`config.mk`:
```
export PLATFORM = sky130hd
export DESIGN_NAME = elastic_pipe_reg
export DESIGN_NICKNAME = d
export VERILOG_FILES = /design/src/rtl/elastic_pipe_reg_pkg.sv /design/src/rtl/elastic_pipe_reg_stage.sv /design/src/rtl/elastic_pipe_reg.sv
export SDC_FILE = /design/constraint.sdc
export NUM_CORES = 1
export LEC_CHECK = 0
export CAP_MARGIN = 40
export CORE_AREA = 2 2 74 93
export CTS_BUF_LIST = sky130_fd_sc_hd__clkbuf_4 sky130_fd_sc_hd__clkbuf_8
export CTS_CLUSTER_DIAMETER = 30
export DETAILED_ROUTE_END_ITERATION = 10
export DIE_AREA = 0 0 76 95
export PLACE_DENSITY = 0.79
export SETUP_SLACK_MARGIN = 0.2
export SYNTH_ARGS = -nofsm -noshare
export SYNTH_HDL_FRONTEND = slang
export SYNTH_SLANG_ARGS = --single-unit
```
`constraint.sdc`:
```
create_clock -name clock -period 2.87 [get_ports clock]
set_input_delay 0.861 -clock clock [delete_from_list [all_inputs] [get_ports clock]]
set_output_delay 0.861 -clock clock [all_outputs]
set_load 0.1 [all_outputs]
```
`src/rtl/elastic_pipe_reg_pkg.sv`:
```
// Shared constants and helpers for the elastic pipeline register chain.
// NOP_ENCODING is the usual bubble for an instruction-carrying (IF/ID) instance.
package elastic_pipe_reg_pkg;

   localparam logic [31:0] NOP_ENCODING = 32'h0000_0013;

   // Width of the occupancy count: holds 0..2*depth, never narrower than one bit.
   function automatic int occ_width(input int depth);
      return (depth < 1) ? 1 : $clog2(2 * depth + 1);
   endfunction

endpackage

```
`src/rtl/elastic_pipe_reg_stage.sv`:
```
// One elastic stage: main register plus skid register, so upstream ready is a
// flop output while a full payload per cycle can still flow through.
module elastic_stage
   import elastic_pipe_reg_pkg::*;
#(
   parameter int               WIDTH        = 32,
   parameter logic [WIDTH-1:0] BUBBLE_VALUE = '0
) (
   input  logic             clock,
   input  logic             reset_n,
   input  logic             pause,
   input  logic             flush,
   input  logic             in_valid,
   output logic             in_ready,
   input  logic [WIDTH-1:0] in_data,
   output logic             out_valid,
   input  logic             out_ready,
   output logic [WIDTH-1:0] out_data,
   output logic             m_valid,
   output logic             s_valid
);

   logic             m_valid_q, m_valid_d;
   logic [WIDTH-1:0] m_data_q,  m_data_d;
   logic             s_valid_q, s_valid_d;
   logic [WIDTH-1:0] s_data_q,  s_data_d;
   logic             accept;
   logic             drain;

   assign in_ready  = ~s_valid_q;
   assign out_valid = m_valid_q;
   assign out_data  = m_valid_q ? m_data_q : BUBBLE_VALUE;
   assign m_valid   = m_valid_q;
   assign s_valid   = s_valid_q;

   assign accept = in_valid & ~s_valid_q & ~pause;
   assign drain  = m_valid_q & out_ready & ~pause;

   always_comb begin
      m_valid_d = m_valid_q;
      m_data_d  = m_data_q;
      s_valid_d = s_valid_q;
      s_data_d  = s_data_q;
      if (flush) begin
         m_valid_d = 1'b0;
         m_data_d  = BUBBLE_VALUE;
         s_valid_d = 1'b0;
         s_data_d  = BUBBLE_VALUE;
      end else if (!pause) begin
         if (!m_valid_q || drain) begin
            // Skid content is always older than anything upstream, so it refills main first.
            if (s_valid_q) begin
               m_valid_d = 1'b1;
               m_data_d  = s_data_q;
               s_valid_d = 1'b0;
               s_data_d  = BUBBLE_VALUE;
            end else if (accept) begin
               m_valid_d = 1'b1;
               m_data_d  = in_data;
            end else begin
               m_valid_d = 1'b0;
               m_data_d  = BUBBLE_VALUE;
            end
         end else if (accept) begin
            s_valid_d = 1'b1;
            s_data_d  = in_data;
         end
      end
   end

   always_ff @(posedge clock or negedge reset_n) begin
      if (!reset_n) begin
         m_valid_q <= 1'b0;
         m_data_q  <= BUBBLE_VALUE;
         s_valid_q <= 1'b0;
         s_data_q  <= BUBBLE_VALUE;
      end else begin
         m_valid_q <= m_valid_d;
         m_data_q  <= m_data_d;
         s_valid_q <= s_valid_d;
         s_data_q  <= s_data_d;
      end
   end

endmodule

```
`src/rtl/elastic_pipe_reg.sv`:
```
// Chain of DEPTH elastic stages with global pause and flush; DEPTH=0 collapses
// to a purely combinational pass-through.
module elastic_pipe_reg
   import elastic_pipe_reg_pkg::*;
#(
   parameter int               WIDTH        = 32,
   parameter int               DEPTH        = 1,
   parameter logic [WIDTH-1:0] BUBBLE_VALUE = '0
) (
   input  logic                           clock,
   input  logic                           reset_n,
   input  logic                           pause,
   input  logic                           flush,
   input  logic                           in_valid,
   output logic                           in_ready,
   input  logic [WIDTH-1:0]               in_data,
   output logic                           out_valid,
   input  logic                           out_ready,
   output logic [WIDTH-1:0]               out_data,
   output logic [occ_width(DEPTH)-1:0]    occupancy
);

   localparam int OCC_W = occ_width(DEPTH);

   generate
      if (DEPTH == 0) begin : g_bypass
         assign out_valid = in_valid & ~pause & ~flush;
         assign out_data  = in_data;
         assign in_ready  = flush | (out_ready & ~pause);
         assign occupancy = '0;
      end else begin : g_chain
         logic [DEPTH:0]   valid_chain;
         logic [DEPTH:0]   ready_chain;
         logic [WIDTH-1:0] data_chain [DEPTH+1];
         logic [DEPTH-1:0] m_valid_vec;
         logic [DEPTH-1:0] s_valid_vec;
         logic [OCC_W-1:0] occ_sum;

         assign valid_chain[0]     = in_valid;
         assign data_chain[0]      = in_data;
         assign ready_chain[DEPTH] = out_ready;

         for (genvar gi = 0; gi < DEPTH; gi++) begin : g_stage
            elastic_stage #(
               .WIDTH        (WIDTH),
               .BUBBLE_VALUE (BUBBLE_VALUE)
            ) u_stage (
               .clock     (clock),
               .reset_n   (reset_n),
               .pause     (pause),
               .flush     (flush),
               .in_valid  (valid_chain[gi]),
               .in_ready  (ready_chain[gi]),
               .in_data   (data_chain[gi]),
               .out_valid (valid_chain[gi+1]),
               .out_ready (ready_chain[gi+1]),
               .out_data  (data_chain[gi+1]),
               .m_valid   (m_valid_vec[gi]),
               .s_valid   (s_valid_vec[gi])
            );
         end

         always_comb begin
            occ_sum = '0;
            for (int i = 0; i < DEPTH; i++) begin
               occ_sum = occ_sum + OCC_W'(m_valid_vec[i]) + OCC_W'(s_valid_vec[i]);
            end
         end

         // Flush wins: offered payload is dropped, so upstream may as well see ready.
         assign in_ready  = flush | (ready_chain[0] & ~pause);
         assign out_valid = valid_chain[DEPTH] & ~pause & ~flush;
         assign out_data  = data_chain[DEPTH];
         assign occupancy = occ_sum;
      end
   endgenerate

endmodule

```
# After elaboration in Yosys (flattened, before gate mapping)
# Index checks and enable logic that the tools add are counted.
[word_totals] ff_bits=66 latch_bits=0 ramBits=0 rom_bits=0 in_bits=38 out_inout_bits=36 wordCells=45 mem_count=0
[op_classes] n_addsub=1 n_mul=0 div=0 n_lt_le_gt_ge=0 n_eq_ne=2 shifts=0 mux=20 n_bitwise=11 reduce_logical=7
[op_table] cell="$mux 32" count=11
[op_table] cell="$mux 1" count=9
[op_table] cell="$and 1x1->1" count=7
[op_table] cell="$reduce_and 2->1" count=2
[op_table] cell="$ne 3x2->1 const B" count=1
[op_table] cell="$not 1->1" count=3
[op_table] cell="$reduce_and 3->1" count=1
[op_table] cell="$reduce_bool 3->1" count=1
[op_table] cell="$add 1x1->2" count=1
[op_table] cell="$ne 2x1->1 const B" count=1
[op_table] cell="$reduce_bool 2->1" count=1
[op_table] cell="$logic_not 1->1" count=1
[op_table] cell="$logic_or 1x1->1" count=1
[op_table] cell="$or 1x1->1" count=1

# Depth between registers and ports, before layout
# Gate-level depths: netlist of run 1.
[logic_depth] ltp_word=8 ltp_mapped=6 mapped_depth_nobuf=3

# Modules after synthesis
# Synthesis of run 1 repeated with hierarchy kept, for this count alone.
[hier_totals] cells_unflattened=277 area_unflattened_um2=3244.4
[by_module_without_submodules] module="elastic_stage" instances=1 cells_each=273 area_each_um2=3213.1 seq_area_each_um2=1651.6
[by_module_without_submodules] module="elastic_pipe_reg" instances=1 cells_each=4 area_each_um2=31.3 seq_area_each_um2=0.0

# Least setup slack after synthesis of run 1
# OpenSTA, ideal clock, no wires.
[synth_timing] kind="input port to output port" from="input pause" to="output in_ready" t_arrival_ps=2264 t_required_ps=2009 path_slack_ps=-255 stages=1 path_buffers=0 path_cell_list="o21bai_1"
[synth_via] elab_chain_len=3
[synth_lines] item="from (decl)" line="elastic_pipe_reg.sv:12" text="input logic pause,"
[synth_lines] item="$not 1->1" line="elastic_pipe_reg.sv:71" text="assign in_ready = flush | (ready_chain[0] & ~pause);"
[synth_lines] item="$and 1x1->1" line="elastic_pipe_reg.sv:71"
[synth_lines] item="$or 1x1->1" line="elastic_pipe_reg.sv:71"
[synth_lines] item="to (decl)" line="elastic_pipe_reg.sv:15" text="output logic in_ready,"
# No other way between the ends.

# Final worst setup path of run 1
[layout_timing] from="register g_chain.g_stage[0].u_stage.m_valid_q" to="output out_data[20]"
[layout_via] elab_chain_len=1
[layout_lines] item="from (decl)" line="elastic_pipe_reg_stage.sv:23" text="logic m_valid_q, m_valid_d;"
[layout_lines] item="from (signal assigned)" line="elastic_pipe_reg_stage.sv:78" text="m_valid_q <= m_valid_d;"
[layout_lines] item="$mux 32" line="elastic_pipe_reg_stage.sv:32" text="assign out_data = m_valid_q ? m_data_q : BUBBLE_VALUE;"
[layout_lines] item="to (decl)" line="elastic_pipe_reg.sv:19" text="output logic [WIDTH-1:0] out_data,"
# No other way between the ends.

==> metrics, run 1 <==
Critical Path, Cell by Cell buf_4, and2_1, buf_12; fmax 0.390 GHz; top cell type's share of synthesized area 0.513; area of the multi-input gates 1440 um^2; Nets between 300 and 400; GR Util met2 0.445; period utilization 0.894; worst slew pin tran 676 ps; cell area after layout 4650 um^2; Synthesis Warnings 0; CP max FO 17; Post-Syn Nets 312; CP peak stage delay 670 ps; die area 7220 um^2; met1 Use GR 0.294; worst hold path type reg2reg; vias in the first global route approximately 2800; Async SR Flop Fraction 1.00; initial antenna violation count 0; Post-DRT Antenna Nets 0; placed cell area 4440 um^2; Sequential Area 1650 um^2; I/O Pins 74; remaining global-route overflow 0; clk slew on worst S/H paths 70 ps; Total Wirelength 8.46 mm; DIE HEIGHT around 95 um; clock buffer depth 2; list of most frequent post-synthesis cells dfrtp_1, a22o_1, a32o_1, and2_1, nor2b_1; Power Density 444 nW/um^2; Vias 2651; I/O Buffers 73; pin count of the biggest net entering global routing 67; Crit path max-delay family flip-flops; final hold vios 0; status finished, final reports clean; layout cells sized above 1 0.221; hold_buf cts 0; DR iter-0 viols 316; Layout area overhead 44.5%; Primary FF master, synth dfrtp_1; number of synthesized register bits 66; CORE AREA 6400 um^2; GR Layer Usage met3 0.0449; CP Class reg2out; post-DP HPWL 5.42 mm; Synth area leaders dfrtp_1, a22o_1, a32o_1, and2_1, nor2b_1; die width 76 um; CTS tree yes; Post-Syn Area 3220 um^2; # setup viols final 0; Most Crowded Layer GR met2; Antenna Diode Count 0; total track usage 0.247; Worst EP required 2010 ps; PnR Total Power 2070 uW; Fillers 430; Slew Limit Fails 0; startpoint types register; global-route wire length before repair 13.8 mm; Starting Density 0.503; placer congestion estimate 0.798; dominant cell type by area after synthesis dfrtp_1; # rows 33; Worst Setup End Kind output port; CTS root buffer clkbuf_8; Synth cell types 25; WP buf/inv 2; sequential-to-total area share from yosys stat 0.513; peak supply drop between 400 and 500 uV; number of buffers added for setup after CTS 0; Pleak 0.00209 uW; cts repair resizes 1; Post-synth EDFFs 0; worst-skew pair later-pin latency 350 ps; First-pass DRT Iterations 5; Synth Area per Inst 11.8 um^2; clock tree sinks 66; slowest CP cell dfrtp_1; setup TNS 0 ps; DRC viols 0; fin crit period 2570 ps; Syn Inst Count around 270; Post-Route Skew 11.7 ps; RSZ-0062 raised after global routing no; Vias/cell 6.08; Avg WL per Cell between 15 and 20 um; most common cell in the netlist dfrtp_1; Worst EP arrival around 1700 ps; Relative slew margins 0.549; H-Tree Depth 3; MaxCap Viol Count 0; Num CTS Buffers 9
per-stage QoR:
step | setup slack [ps] | utilization | hold WS, ps | std cells
4_1_cts | 287 | 0.727 | 503 | 436
6_report | 303 | 0.727 | 498 | 436
2_1_floorplan | 173 | - | 458 | 273
3_5_place_dp | 70.0 | 0.693 | 487 | 420
5_1_grt | 214 | 0.727 | 513 | 436
3_3_place_gp | 137 | 0.693 | 475 | 420
worst reg2reg max path: stages, from the launching register on:
cell	delay (ps)
dfrtp_1	410
buf_4	220
nor3b_4	620
buf_4	370
a22o_1	190
a22o_1	130
placed cells by master, fill, tap and decap left out:
cell type,n
a21o_1,1
a21oi_1,1
a21oi_4,1
a22o_1,64
a32o_1,32
and2_1,32
and2b_1,1
and4b_1,1
buf_12,38
buf_2,2
buf_4,15
bufinv_16,2
clkbuf_8,9
clkdlybuf4s50_1,34
clkinv_2,2
clkinv_4,1
clkinvlp_4,2
dfrtp_1,66
dlygate4sd2_1,1
ha_1,1
inv_1,1
inv_2,1
nand2b_1,1
nand3_1,1
nand4b_1,1
nor2b_1,32
nor3_4,1
nor3b_4,2
o21ai_0,1
o21ai_1,1
o21bai_2,1
sequential cells by signal (all words and copies together), names as in the netlist:
register / flops
g_chain.g_stage.u_stage.m_data_q: 32
g_chain.g_stage.u_stage.m_valid: 1
g_chain.g_stage.u_stage.s_data_q: 32
g_chain.g_stage.u_stage.s_valid: 1
power breakdown:
group          total, uW  switching (uW)  internal (uW)
sequential           959            12.7            946
combinational        254             144            110
clock                854             367            487
total               2070             524           1540
kinds of logic (layout without fill, tap and decap cells):
| kind of cell | Yosys count | after routing | share of synthesized area |
|---|---|---|---|
| adders and majority gates | 1 | 1 | 0.00388 |
| DFF | 66 | 66 | 0.513 |
| and+or+nand+nor | 72 | 72 | 0.147 |
| buffers and inverters | 32 | 108 | 0.0509 |
| AOI/OAI and AO/OA | 102 | 102 | 0.286 |
final timing paths:
kind                                                                      from                                                   to  slack [ps]  depth (start not counted)
setup reg to reg                g_chain.g_stage[0].u_stage.s_valid$_DFFE_PN0P_  g_chain.g_stage[0].u_stage.m_data_q[29]$_DFFE_PN0P_         890                          5
hold / removal             g_chain.g_stage[0].u_stage.m_data_q[24]$_DFFE_PN0P_  g_chain.g_stage[0].u_stage.m_data_q[24]$_DFFE_PN0P_         500                          1
max in group asynchronous                                              reset_n  g_chain.g_stage[0].u_stage.m_data_q[27]$_DFFE_PN0P_        2060                          2
min in group asynchronous                                              reset_n  g_chain.g_stage[0].u_stage.s_data_q[19]$_DFFE_PN0P_         510                          2
hold reg to reg            g_chain.g_stage[0].u_stage.m_data_q[24]$_DFFE_PN0P_  g_chain.g_stage[0].u_stage.m_data_q[24]$_DFFE_PN0P_         500                          1
setup / recovery                g_chain.g_stage[0].u_stage.m_valid$_DFFE_PN0P_                                         out_data[20]         300                          3
cell type report:
cell class,instances,share of cell area
inverter,2,0.00161
sequential,66,0.355
multi-input combinational,175,0.308
clock inverter,7,0.0202
clock buffer,9,0.0266
timing repair buffer,90,0.265
tap,87,0.0234
metal layers:
layer / routed length [um] / vias up / part of all wire
li1: - / 1179 / -
met1: 3280 / 1345 / 0.39
met2: 4550 / 111 / 0.54
met3: 455 / 16 / 0.054
met4: 172 / 0 / 0.020
met5: 0 / - / 0
Power figures use the tool's default switching activity.
==> inputs of run 2 (changes only) <==
==> constraint.sdc (replaced) <==
create_clock -name clock -period 2.8 [get_ports clock]
set_input_delay 0.84 -clock clock [delete_from_list [all_inputs] [get_ports clock]]
set_output_delay 0.84 -clock clock [all_outputs]
set_load 0.1 [all_outputs]
==> run 2 against run 1 <==
  * Clock skew shrank 4.9 ps
  * Largest cell class unchanged
  * Utilization grew 0.098 points
  * Power rose by 3.3%
==> metrics, run 2 (same netlist as run 1, synthesis figures left out) <==
status finished, final reports clean (unchanged); pin count of the biggest net entering global routing 40 (was 67); Vias/cell 6.06 (was 6.08); Pleak 0.00208 uW (was 0.00209 uW); clock buffer depth 2 (unchanged); global-route wire length before repair 14.0 mm (was 13.8 mm); Num CTS Buffers 9 (unchanged); worst-skew pair later-pin latency 340 ps (was 350 ps); Relative slew margins 0.520 (was 0.549); placer congestion estimate 0.766 (was 0.798); Worst EP arrival 1630 ps (was 1710 ps); CP max FO 4 (was 17); clk slew on worst S/H paths 70 ps (about the same); Post-Route Skew 6.78 ps (was 11.7 ps); WP buf/inv 2 (unchanged); Post-DRT Antenna Nets 0 (unchanged); DRC viols 0 (unchanged); slowest CP cell dlygate4sd2_1 (was dfrtp_1); Vias 2642 (was 2651); # rows 33 (unchanged); layout cells sized above 1 0.223 (was 0.221); fmax 0.405 GHz; Crit path max-delay family buffers and inverters (was flip-flops); post-DP HPWL 5.53 mm (was 5.42 mm); most frequent cells in the layout dfrtp_1, a22o_1, buf_12 (unchanged); Worst EP required 1960 ps (was 2010 ps); Worst Setup End Kind output port (unchanged); Antenna Diode Count 0 (unchanged); setup TNS 0 ps (unchanged); startpoint types input port (was register); Layout area overhead 44.7% (was 44.5%); Avg WL per Cell 19.2 um (was 19.4 um); Nets 383 (unchanged); clock tree sinks 66 (unchanged); CORE AREA 6400 um^2 (unchanged); Power Density 458 nW/um^2 (was 444 nW/um^2); CP peak stage delay 320 ps (was 670 ps); total track usage 0.250 (was 0.247); # setup viols final 0 (unchanged); I/O Pins 74 (unchanged); period utilization 0.882; H-Tree Depth 3 (unchanged); initial antenna violation count 0 (unchanged); Slew Limit Fails 0 (unchanged); worst hold path type reg2reg (unchanged); MaxCap Viol Count 0 (unchanged); final hold vios 0 (unchanged); fin crit period 2470 ps; Total Wirelength 8.39 mm (was 8.46 mm); DIE HEIGHT 95 um (unchanged); remaining global-route overflow 0 (unchanged); DR iter-0 viols 187 (was 316); die width 76 um (unchanged); peak supply drop 267 uV (was 420 uV); CTS root buffer clkbuf_8 (unchanged); Starting Density 0.503 (unchanged); die area 7220 um^2 (unchanged); Critical Path, Cell by Cell dlygate4sd2_1, nor3b_4, buf_12 (was buf_4, and2_1, buf_12); worst slew pin tran 720 ps (was 676 ps); RSZ-0062 raised after global routing no (unchanged); First-pass DRT Iterations 4 (was 5); I/O Buffers 73 (unchanged); vias in the first global route 2757 (was 2789); CP Class in2out (was reg2out); hold_buf cts 0 (unchanged); Regs by FF count g_chain.g_stage.u_stage.m_data_q x32, g_chain.g_stage.u_stage.s_data_q x32 (unchanged); CTS tree yes (unchanged); post-layout util 0.728 (was 0.727); most common cell after layout, fill and taps aside dfrtp_1 (unchanged)
run 2: cell type report:
| class | count | area (um^2) |
|---|---|---|
| Clock buffer | 10 | 131 |
| Clock inverter | 6 | 91.3 |
| Fill cell | 431 | 1740 |
| Inverter | 2 | 7.51 |
| Multi-Input combinational cell | 175 | 1440 |
| Sequential cell | 66 | 1650 |
| Tap cell | 87 | 109 |
| Timing Repair Buffer | 90 | 1230 |
run 2: worst paths after layout:
| kind | cells past startpoint | end | start | slack, ps |
|---|---|---|---|---|
| worst max-delay path | 3 | out_valid | pause | 330 |
| worst min-delay path | 1 | g_chain.g_stage[0].u_stage.m_data_q[22]$_DFFE_PN0P_ | g_chain.g_stage[0].u_stage.m_data_q[22]$_DFFE_PN0P_ | 500 |
| worst max register to register | 4 | g_chain.g_stage[0].u_stage.m_data_q[28]$_DFFE_PN0P_ | g_chain.g_stage[0].u_stage.s_valid$_DFFE_PN0P_ | 830 |
| worst min register to register | 1 | g_chain.g_stage[0].u_stage.m_data_q[22]$_DFFE_PN0P_ | g_chain.g_stage[0].u_stage.m_data_q[22]$_DFFE_PN0P_ | 500 |
| max in group asynchronous | 2 | g_chain.g_stage[0].u_stage.s_valid$_DFFE_PN0P_ | reset_n | 1620 |
| min in group asynchronous | 1 | g_chain.g_stage[0].u_stage.m_data_q[17]$_DFFE_PN0P_ | reset_n | 520 |
run 2: stage by stage:
| step | total power [uW] | hold slack, ps | std cells | cell area, um^2 | setup WS [ps] |
|---|---|---|---|---|---|
| 4_1_cts | 2150 | 501 | 436 | 4660 | 335 |
| 6_report | 2140 | 497 | 436 | 4660 | 331 |
| 2_1_floorplan | 1120 | 458 | 273 | 3250 | 145 |
| 5_1_grt | 2210 | 513 | 436 | 4660 | 281 |
| 3_3_place_gp | 1260 | 479 | 420 | 4440 | 92.9 |
| 3_5_place_dp | 1260 | 485 | 420 | 4440 | 26.5 |
run 2: worst register-to-register path: stages, from the launching register on:
cell and delay, ps:
dfrtp_1 540, nor3b_4 690, buf_4 360, a22o_1 190, a22o_1 130
run 2: routing by layer:
metal,up-vias,GRT usage,routed length (um),share of wire
li1,1176,-,-,-
met1,1348,0.299,3180,0.38
met2,101,0.445,4660,0.56
met3,17,0.0440,359,0.043
met4,0,0.112,180,0.021
met5,-,0,0,0
run 2: repair_timing:
| action | 4_1_cts | 5_1_grt |
|---|---|---|
| setup endpoints to repair | 15 | 0 |
| buffers inserted | 0 | 0 |
| resized for setup | 2 | 0 |
run 2: report_power, final:
group / switching (uW) / internal (uW)
clock: 381 / 512
sequential: 14.7 / 970
combinational: 145 / 113
total: 541 / 1590
==> inputs of run 3 (changes only) <==
--- a/config.mk
+++ b/config.mk
@@ -6,13 +6,14 @@
 export NUM_CORES = 1
 export LEC_CHECK = 0
 export CAP_MARGIN = 40
-export CORE_AREA = 2 2 74 93
+export CORE_AREA = 2 2 115 61
 export CTS_BUF_LIST = sky130_fd_sc_hd__clkbuf_4 sky130_fd_sc_hd__clkbuf_8
 export CTS_CLUSTER_DIAMETER = 30
 export DETAILED_ROUTE_END_ITERATION = 10
-export DIE_AREA = 0 0 76 95
+export DIE_AREA = 0 0 117 63
 export PLACE_DENSITY = 0.79
 export SETUP_SLACK_MARGIN = 0.2
 export SYNTH_ARGS = -nofsm -noshare
 export SYNTH_HDL_FRONTEND = slang
+export SYNTH_HIERARCHICAL = 1
 export SYNTH_SLANG_ARGS = --single-unit
==> run 3 against run 2 <==
  * Die area grew 2.1%
  * Clock skew shrank 1.7 ps
  * Critical path depth is the same
  * Via count rose by 1.9%
  * Sequential cell count is the same
  * Global-route usage decreased by 0.45 points
  * Fmax is 3.4% lower
  * Register-to-register slack lost 50 ps
  * Setup slack got worse by 88 ps
  * Worst hold slack improved by 6.4 ps
  * Utilization shrank 1.0 points
  * Count of clock-buffer cells in the layout increased by 1
  * Critical endpoint unchanged
  * Largest cell class unchanged
  * Highest routed layer unchanged
==> metrics, run 3 <==
total track usage 0.245 (was 0.250); peak supply drop 297 uV (was 267 uV); Post-synth EDFFs 0 (unchanged); CTS root buffer clkbuf_8 (unchanged); # setup viols final 0 (unchanged); Pleak 0.00208 uW (about the same); Hold Slack 504 ps (was 497 ps); Synthesis Warnings 6 (was 0); WP buf/inv 2 (unchanged); Primary FF master, synth dfrtp_1 (unchanged); Async SR Flop Fraction 1.00 (unchanged); fin crit period 2560 ps (was 2470 ps); worst hold path type reg2reg (unchanged); Synth cell types 26 (was 25); Power Density 446 nW/um^2 (was 458 nW/um^2); Avg WL per Cell 19.5 um (was 19.2 um); PnR Total Power 2060 uW (was 2140 uW); sequential-to-total area share from yosys stat 0.509 (was 0.513); Layout area overhead 42.4% (was 44.7%); post-DP HPWL 5.56 mm (was 5.53 mm); most common cell in the netlist dfrtp_1 (unchanged); Nets 385 (was 383); Post-Route Skew 5.13 ps (was 6.78 ps); Num CTS Buffers 9 (unchanged); Clock power frac 0.401 (was 0.418); Post-Syn Nets 316 (was 312); Slew Limit Fails 0 (unchanged); list of most frequent post-synthesis cells dfrtp_1, a22o_1, a32o_1, and2_1, nor2b_1 (unchanged); Vias/cell 6.08 (was 6.06); vias in the first global route 2636 (was 2757); Crit path max-delay family buffers and inverters (unchanged); Int Pwr 1530 uW (was 1590 uW); Post-DRT Antenna Nets 0 (unchanged); DR iter-0 viols 274 (was 187); status finished, final reports clean (unchanged); die width 117 um (was 76 um); H-Tree Depth 3 (unchanged); remaining global-route overflow 0 (unchanged); Comb pwr share 0.121 (about the same); RSZ-0062 raised after global routing no (unchanged); Critical Path, Cell by Cell clkdlybuf4s15_1, nor3b_4, buf_12 (was dlygate4sd2_1, nor3b_4, buf_12); FF-to-FF End g_chain.g_stage[0].u_stage/s_data_q[13]$_DFFE_PN0P_ (was g_chain.g_stage[0].u_stage.m_data_q[28]$_DFFE_PN0P_); most frequent cells in the layout dfrtp_1, a22o_1, buf_12 (unchanged); pin count of the biggest net entering global routing 67 (was 40); Syn Inst Count 277 (was 273); Starting Density 0.504 (was 0.503); post-layout util 0.718 (was 0.728); most common cell after layout, fill and taps aside dfrtp_1 (unchanged); Synth area leaders dfrtp_1, a22o_1, a32o_1, and2_1, nor2b_1 (unchanged); DRC viols 0 (unchanged); period utilization 0.913 (was 0.882); Hold Startpoint g_chain.g_stage[0].u_stage/m_data_q[2]$_DFFE_PN0P_ (was g_chain.g_stage[0].u_stage.m_data_q[22]$_DFFE_PN0P_); DIE HEIGHT 63 um (was 95 um); Worst Setup End Kind output port (unchanged); Cells on Worst Hold Path 1 (unchanged); worst reg2reg setup slack 780 ps (was 830 ps); die area 7370 um^2 (was 7220 um^2); launch point of the worst reg-to-reg path g_chain.g_stage[0].u_stage/m_valid$_DFFE_PN0P_ (was g_chain.g_stage[0].u_stage.s_valid$_DFFE_PN0P_); Worst EP arrival 1720 ps (was 1630 ps); number of synthesized register bits 66 (unchanged); sw power 525 uW (was 541 uW); clk slew on worst S/H paths 70 ps (about the same); Regs by FF count g_chain.g_stage.u_stage/m_data_q x32, g_chain.g_stage.u_stage/s_data_q x32 (was g_chain.g_stage.u_stage.m_data_q x32, g_chain.g_stage.u_stage.s_data_q x32); hold_buf cts 0 (unchanged); I/O Buffers 73 (unchanged); top cell type's share of synthesized area 0.509 (was 0.513); Hold Crit Endpoint g_chain.g_stage[0].u_stage/m_data_q[2]$_DFFE_PN0P_ (was g_chain.g_stage[0].u_stage.m_data_q[22]$_DFFE_PN0P_); CP peak stage delay 350 ps (was 320 ps); clock buffer depth 2 (unchanged); CORE AREA 6440 um^2 (was 6400 um^2); Antenna Diode Count 0 (unchanged); fmax 0.391 GHz (was 0.405 GHz); CTS tree yes (unchanged); placer congestion estimate 0.827 (was 0.766); layout cells sized above 1 0.222 (was 0.223); MaxCap Viol Count 0 (unchanged); final hold vios 0 (unchanged); switching share of power 0.255 (was 0.253); dominant cell type by area after synthesis dfrtp_1 (unchanged); Seq pwr share 0.479 (was 0.461); initial antenna violation count 0 (unchanged); global-route wire length before repair 13.8 mm (was 14.0 mm); Synth Area per Inst 11.7 um^2 (was 11.8 um^2); R2R depth 5 (was 4); startpoint types input port (unchanged); First-pass DRT Iterations 6 (was 4); clock tree sinks 66 (unchanged); worst slew pin tran 829 ps (was 720 ps); CP Class in2out (unchanged); Relative slew margins 0.447 (was 0.520); I/O Pins 74 (unchanged); Total Wirelength 8.62 mm (was 8.39 mm); Post-Syn Area 3240 um^2 (was 3220 um^2); Vias 2693 (was 2642); # rows 21 (was 33); CP max FO 7 (was 4); worst-skew pair later-pin latency 350 ps (was 340 ps); slowest CP cell clkdlybuf4s15_1 (was dlygate4sd2_1); Worst EP required 1960 ps (about the same)
==> run 3: how the worst max path moves through the flow <==
stage | depth (start not counted) | slack, ps | start | endpoint
after floorplan | 1 | 290 | flush | out_valid
after CTS | 4 | 230 | pause | in_ready
after global placement | 4 | -20 | pause | in_ready
after detailed placement | 5 | -120 | pause | g_chain.g_stage[0].u_stage/m_data_q[18]$_DFFE_PN0P_
after global routing | 4 | 210 | pause | in_ready
final | 3 | 240 | pause | out_valid
==> run 3: worst reg2reg max path, cell delays in order, from the launching register on <==
cell	delay [ps]
dfrtp_2	600
buf_4	250
and2b_4	190
or3_1	350
buf_4	230
a32o_1	290
==> run 3: metal layers <==
layer,GRT usage,vias to the layer above,share of wire
met5,0,-,0
met4,0.0588,0,0.013
met2,0.347,128,0.44
met3,0.0776,15,0.081
li1,-,1178,-
met1,0.367,1372,0.46
==> run 3: cell families after synthesis <==
group / count (synthesis) / share of synthesized area
buffers and inverters: 36 / 0.0598
flip-flops: 66 / 0.509
AO/OA/AOI/OAI: 102 / 0.284
AND/OR/NAND/NOR: 72 / 0.143
adder cells (fa/ha/maj): 1 / 0.00386
==> run 3: power by group through the flow <==
stage | Combinational (uW) | Clock (uW) | Sequential (uW)
2_1_floorplan | 116 | 0 | 994
3_3_place_gp | 240 | 0 | 1000
3_5_place_dp | 244 | 0 | 1000
4_1_cts | 244 | 835 | 985
5_1_grt | 263 | 885 | 988
6_report | 248 | 825 | 986
==> run 3: what timing repair did <==
action / CTS / global route
resized for setup: 2 / 1
endpoints found under the setup margin: 18 / 2
setup buffers: 0 / 3
==> run 3: metrics by stage <==
step	TNS (ps)	area, um^2	setup slack [ps]	instances
finish	0	4620	244	443
global placement	-203	4390	-18.8	424
detailed placement	-1220	4390	-118	424
floorplan	0	3260	287	277
CTS	0	4600	232	440
global route	0	4620	209	443
==> run 3: final cells by class <==
cell class | count | area [um^2]
Fill cell | 453 | 1820
Sequential cell | 66 | 1650
Multi-Input combinational cell | 175 | 1420
Timing Repair Buffer | 90 | 1210
Clock buffer | 11 | 151
Tap cell | 92 | 115
Clock inverter | 5 | 52.6
Inverter | 4 | 15.0
